`config.mk`:
```
export PLATFORM = sky130hd
export DESIGN_NAME = ray_setup
export DESIGN_NICKNAME = d
export VERILOG_FILES = /design/src/rtl/ray_setup.sv
export SDC_FILE = /design/constraint.sdc
export NUM_CORES = 1
export LEC_CHECK = 0
export ABC_AREA = 1
export ABC_CLOCK_PERIOD_IN_PS = 4400
export BUFFER_PORTS_ARGS = -buffer_cell sky130_fd_sc_hd__buf_4
export CAP_MARGIN = 10
export CORE_UTILIZATION = 38
export CTS_CLUSTER_SIZE = 16
export DETAILED_ROUTE_END_ITERATION = 8
export PLACE_DENSITY = 0.66
export SLEW_MARGIN = 20
export SYNTH_ARGS = -nofsm -noshare
export SYNTH_HDL_FRONTEND = slang
export SYNTH_SLANG_ARGS = --single-unit
export TNS_END_PERCENT = 30
```
`constraint.sdc`:
```
create_clock -name clk -period 4.4 [get_ports clk]
set_input_delay 0.44 -clock clk [delete_from_list [all_inputs] [get_ports clk]]
set_output_delay 0.44 -clock clk [all_outputs]
set_load 0.005 [all_outputs]
```
`src/rtl/ray_setup.sv`:
```
// ray_setup: per-frame ray generator between pov and the column tracer.
// On each accepted frame it asks pov to commit its buffered vectors.
// It then latches the live vectors and streams one ray per screen column
// over a valid/ready handshake. Ray directions are built incrementally as
// rayDir(c) = (facing - vplane) + c * (vplane >>> (COLS_LOG2-1)).
module ray_setup #(
    parameter int Q_M       = 12,
    parameter int Q_N       = 12,
    parameter int COLS_LOG2 = 9
) (
    input  logic                   clk,
    input  logic                   reset,
    input  logic                   i_frame_start,
    output logic                   o_load_if_ready,
    input  logic [Q_M+Q_N-1:0]     playerX,
    input  logic [Q_M+Q_N-1:0]     playerY,
    input  logic [Q_M+Q_N-1:0]     facingX,
    input  logic [Q_M+Q_N-1:0]     facingY,
    input  logic [Q_M+Q_N-1:0]     vplaneX,
    input  logic [Q_M+Q_N-1:0]     vplaneY,
    output logic                   o_valid,
    input  logic                   i_ready,
    output logic [COLS_LOG2-1:0]   o_col,
    output logic [Q_M+Q_N-1:0]     o_rayDirX,
    output logic [Q_M+Q_N-1:0]     o_rayDirY,
    output logic [Q_M+Q_N-1:0]     o_playerX,
    output logic [Q_M+Q_N-1:0]     o_playerY,
    output logic [Q_M-1:0]         o_mapX,
    output logic [Q_M-1:0]         o_mapY,
    output logic                   o_stepX,
    output logic                   o_stepY,
    output logic                   o_busy,
    output logic                   o_overrun
);

    localparam int W = Q_M + Q_N;

    typedef enum logic [1:0] {
        S_IDLE = 2'd0,
        S_LOAD = 2'd1,
        S_INIT = 2'd2,
        S_EMIT = 2'd3
    } state_t;

    state_t                 r_state;
    logic                   r_load;
    logic                   r_valid;
    logic [COLS_LOG2-1:0]   r_col;
    logic                   r_overrun;

    logic                   w_accept;
    logic                   w_last;

    // Axis 0 is X, axis 1 is Y.
    logic [1:0][W-1:0]      w_player_in;
    logic [1:0][W-1:0]      w_facing_in;
    logic [1:0][W-1:0]      w_vplane_in;
    logic [1:0][W-1:0]      w_ray;
    logic [1:0][W-1:0]      w_player;

    assign w_player_in = {playerY, playerX};
    assign w_facing_in = {facingY, facingX};
    assign w_vplane_in = {vplaneY, vplaneX};

    assign w_accept = r_valid & i_ready;
    assign w_last   = (r_col == {COLS_LOG2{1'b1}});

    // Frame sequencing: IDLE -> LOAD -> INIT -> EMIT -> IDLE, plus overrun detect.
    always_ff @(posedge clk or posedge reset) begin
        if (reset) begin
            r_state   <= S_IDLE;
            r_load    <= 1'b0;
            r_valid   <= 1'b0;
            r_col     <= '0;
            r_overrun <= 1'b0;
        end else begin
            r_load    <= 1'b0;
            // A frame pulse while a frame is in flight is dropped and flagged.
            r_overrun <= i_frame_start && (r_state != S_IDLE);
            case (r_state)
                S_IDLE: begin
                    if (i_frame_start) begin
                        r_state <= S_LOAD;
                        r_load  <= 1'b1;
                    end
                end
                S_LOAD: begin
                    // pov commits its buffered vectors on this edge.
                    r_state <= S_INIT;
                end
                S_INIT: begin
                    r_state <= S_EMIT;
                    r_valid <= 1'b1;
                    r_col   <= '0;
                end
                S_EMIT: begin
                    if (w_accept) begin
                        if (w_last) begin
                            r_valid <= 1'b0;
                            r_state <= S_IDLE;
                        end else begin
                            r_col <= r_col + 1'b1;
                        end
                    end
                end
                default: r_state <= S_IDLE;
            endcase
        end
    end

    genvar gi;
    generate
        for (gi = 0; gi < 2; gi++) begin : g_axis
            logic [W-1:0] r_ray;
            logic [W-1:0] r_delta;
            logic [W-1:0] r_player;

            // Per-axis datapath: seed ray and step in INIT, then step on each non-final accept.
            always_ff @(posedge clk or posedge reset) begin
                if (reset) begin
                    r_ray    <= '0;
                    r_delta  <= '0;
                    r_player <= '0;
                end else if (r_state == S_INIT) begin
                    r_ray    <= w_facing_in[gi] - w_vplane_in[gi];
                    // Spans 2*vplane across 2^COLS_LOG2 columns; floor rounding error is tolerated.
                    r_delta  <= $signed(w_vplane_in[gi]) >>> (COLS_LOG2 - 1);
                    r_player <= w_player_in[gi];
                end else if (w_accept && !w_last) begin
                    r_ray <= r_ray + r_delta;
                end
            end

            assign w_ray[gi]    = r_ray;
            assign w_player[gi] = r_player;
        end
    endgenerate

    assign o_load_if_ready = r_load;
    assign o_valid         = r_valid;
    assign o_col           = r_col;
    assign o_overrun       = r_overrun;
    assign o_busy          = (r_state != S_IDLE);

    assign o_rayDirX = w_ray[0];
    assign o_rayDirY = w_ray[1];
    assign o_playerX = w_player[0];
    assign o_playerY = w_player[1];

    // Map cell is the floor of the position; step sign is the ray direction sign.
    assign o_mapX  = w_player[0][W-1:Q_N];
    assign o_mapY  = w_player[1][W-1:Q_N];
    assign o_stepX = w_ray[0][W-1];
    assign o_stepY = w_ray[1][W-1];

endmodule

```
==> flow_summary.ini <==
[outcome]
status = finished clean

[worst_setup_path]
end_kind = register
slowest_delay_ps = 480
rr_worst_depth = 13
worst_ep_arrival_time_ps = 3330
start_kind = register
crit_fanout = 57
r2r-end = o_rayDirY[19]$_DFFE_PP0P_
worstPathCellList = ha_1 > inv_1 > nor3_1 > nand3_1 > nor3_1 > ha_1 > nor2_4 > nor2_2 > buf_4 > inv_2 > or2_2 > nand2_1 > nor2_1
worst-r2r-setup-slack_ps = 1360
path_class = register to register
cp.required_ps = 4690
worst_path_max_delay_cell = inv_2
worstReg2RegStart = o_col[0]$_DFFE_PP0P_

[power]
seqPwrFrac_pct = 22.3
p_sw_share_pct = 50.9
switchingPower_mw = 5.84
p_clk_share_pct = 13.0
p_leak_nw = 9.01
p_per_area_nw_per_um2 = 740
combPwrFrac_pct = 64.7
internal-power_mw = 5.64
vdd_drop_max_v = 0.000331

[timing]
clock.fmax_ghz = 0.329
tns_ps = 0
fin_skew_ps = 16.7
relSlewSlack_pct = 34.0
drv_slew = 0
fin_crit_sh_pct = 69.1
post-route-min-period_ps = 3040
worst_pin_slew_ps = 989
rsz0062_at_grt = false
setup_viol = 0
finalHoldViolations = 0

[place]
place_area_um2 = 14900
dp.final_hpwl_um = 34100
io_buffers = 282
gp_congestion = 0.956

[grt]
grt_pass1_vias = 12600
grt_max_degree = 98
grt_pass1_wl_um = 66500
grt_antenna_before_repair = 1
track_usage_pct = 25.3
grt-ovfl-total = 0

[floorplanning]
die_w_um = 184
dieArea_um2 = 33800
rows = 66
start_util_pct = 38.6
core_um2 = 32500
io_pins = 283
die_h_um = 184

[synthesis]
syn_area_per_cell_um2 = 6.19
netlist_area_um2 = 12600
synth.distinct_cells = 41
synth.yosys.seq_area_share_pct = 28.3
synth_edf_count = 0
synth_nets = 2278
ys_top_cells_by_area = dfrtp_1 28%, nand2_1 25%, inv_1 9.7%
synth_cells = 2029
synthFlopType = dfrtp_1
async_flop_share_pct = 100
synth_seq_cells = 142
ys_warn_count = 0
yosys.area.top_type_share_pct = 28.3
synth_top_cell_by_area = dfrtp_1

[final_layout]
fillCellCount = 3475
layout.nets = 2522
final_area_um2 = 15500
syn_to_final_growth_pct = 23.6
drive_above_1_share_pct = 15.9

[worst_hold_path]
min_path_type = primary input to asynchronous set/reset pin

[clock_network]
root_buffer = clkbuf_16
post_cts_buffers = 0
cts.repair.resized = 0
cts_tree = built
cts.sinks = 142
clk_pin_slew_ps = 70
cts_hold_buf = 0
numCtsBuffers = 17
clk_latency_ps = 430
htree_levels = 4
clock_path_buffers = 2

[detailed_routing]
vias = 13300
routed_wl_um = 42300
via_per_inst = 4.88
avgRoutedWirePerCell_um = 15.5
drc = 0
ant_nets = 0
firstDrtPassIters = 5
drt_iter0_markers = 881

[flow_run]
drv_cap = 0
-- cells in the final DEF, fill, tap and decap left out, types with 2 or more instances in the layout --
cell / netlist / final
clkinv_4: 0 / 3
nor3_1: 17 / 17
and2_1: 3 / 3
nand3_1: 105 / 105
nand4_1: 27 / 27
o21ai_1: 2 / 2
a21oi_1: 89 / 89
buf_4: 26 / 287
nor2_4: 4 / 4
a22o_1: 2 / 2
dfrtp_1: 142 / 142
a31oi_1: 11 / 11
o211ai_1: 6 / 6
nand3b_1: 19 / 19
nor2_1: 136 / 136
nor3_2: 2 / 2
inv_6: 0 / 6
ha_1: 97 / 96
o21ai_0: 66 / 66
inv_8: 0 / 3
inv_1: 324 / 323
nand2_2: 9 / 9
or2_2: 8 / 8
inv_2: 5 / 4
nor2_2: 8 / 8
nand3_2: 2 / 2
nand2_1: 835 / 835
or2_1: 3 / 3
clkbuf_16: 0 / 17
xor2_1: 22 / 22
fa_1: 4 / 4
o21bai_1: 8 / 8
xnor2_1: 2 / 2
-- metrics by stage --
| step | util [%] | std cells | power [mW] | setup slack, ps | hold slack (ps) |
|---|---|---|---|---|---|
| floorplan | - | 2029 | 7.48 | 150 | 457 |
| global placement | 45.9 | 2696 | 9.83 | 1420 | 455 |
| detailed placement | 45.9 | 2696 | 9.94 | 1370 | 460 |
| CTS | 47.7 | 2728 | 11.5 | 1350 | 187 |
| global route | 47.7 | 2729 | 12.6 | 1030 | 199 |
| finish | 47.7 | 2729 | 11.5 | 1360 | 121 |
-- synthesized netlist by cell type, types with 4 or more instances --
| cell | number |
|---|---|
| nor2_4 | 4 |
| ha_1 | 97 |
| dfrtp_1 | 142 |
| nand4_1 | 27 |
| o21bai_1 | 8 |
| nand2_2 | 9 |
| inv_1 | 324 |
| nand2_1 | 835 |
| nor2_1 | 136 |
| a21oi_1 | 89 |
| fa_1 | 4 |
| buf_2 | 22 |
| o21ai_0 | 66 |
| xor2_1 | 22 |
| nor3_1 | 17 |
| nand3b_1 | 19 |
| clkbuf_1 | 13 |
| inv_2 | 5 |
| a31oi_1 | 11 |
| nand3_1 | 105 |
| buf_4 | 26 |
| nor2_2 | 8 |
| o211ai_1 | 6 |
| or2_2 | 8 |
-- layout make-up --
| cell class | count | area (um2) | area share, % |
|---|---|---|---|
| inverters | 329 | 1240 | 8.01 |
| multi-input cells | 1496 | 7420 | 47.8 |
| repair buffers | 287 | 2150 | 13.9 |
| clock buffers | 18 | 439 | 2.83 |
| clock inverters | 14 | 146 | 0.944 |
| diodes | 1 | 2.50 | 0.0161 |
| flip-flops and latches | 142 | 3550 | 22.9 |
| well taps | 442 | 553 | 3.57 |
-- state kept, by name, summed over array words and instances (netlist names) --
register         count
o_rayDirY           24
o_load_if_ready      1
o_rayDirX           24
g_axis.r_delta      32
o_valid              1
o_col                9
r_state              2
o_overrun            1
o_playerX           24
o_playerY           24
-- per-layer routing --
metal	vias to the layer above	GRT usage, %	wire (um)
met2	439	43.4	20100
met4	0	6.13	696
li1	6765	-	-
met3	36	4.95	2980
met5	-	0	0
met1	6075	32.5	18500
-- worst max-delay path by stage --
| stage | start | endpoint | cells after the start |
|---|---|---|---|
| global placement | o_col[0]$_DFFE_PP0P_ | o_rayDirY[19]$_DFFE_PP0P_ | 13 |
| finish | o_col[0]$_DFFE_PP0P_ | o_rayDirY[19]$_DFFE_PP0P_ | 13 |
| CTS | o_col[0]$_DFFE_PP0P_ | o_rayDirX[17]$_DFFE_PP0P_ | 13 |
| floorplan | reset | g_axis[0].r_delta[0]$_DFFE_PP0P_ | 1 |
| detailed placement | o_col[0]$_DFFE_PP0P_ | o_rayDirX[17]$_DFFE_PP0P_ | 13 |
| global route | o_col[1]$_DFFE_PP0P_ | o_rayDirY[16]$_DFFE_PP0P_ | 13 |
-- cell families after synthesis --
logic type / synth area share (%)
AND/OR/NAND/NOR: 39.0
buffers and inverters: 12.7
XOR/XNOR: 1.67
AO/OA/AOI/OAI: 8.00
adder cells (fa/ha/maj): 10.3
flip-flops: 28.3
-- critical path: cells and delay by family (launching register included) --
| kind | cells | cell delay [ps] |
|---|---|---|
| fa+ha+maj | 2 | 400 |
| flops | 1 | 410 |
| simple gates | 8 | 1150 |
| buf+inv | 3 | 900 |
-- power by group through the flow --
stage / sequential [mW] / combinational (mW) / clock, mW
6_report: 2.56 / 7.42 / 1.49
3_3_place_gp: 2.56 / 7.27 / 0
5_1_grt: 2.63 / 8.42 / 1.58
3_5_place_dp: 2.57 / 7.37 / 0
2_1_floorplan: 2.41 / 5.07 / 0
4_1_cts: 2.56 / 7.41 / 1.53
(Power assumes the default switching activity.)
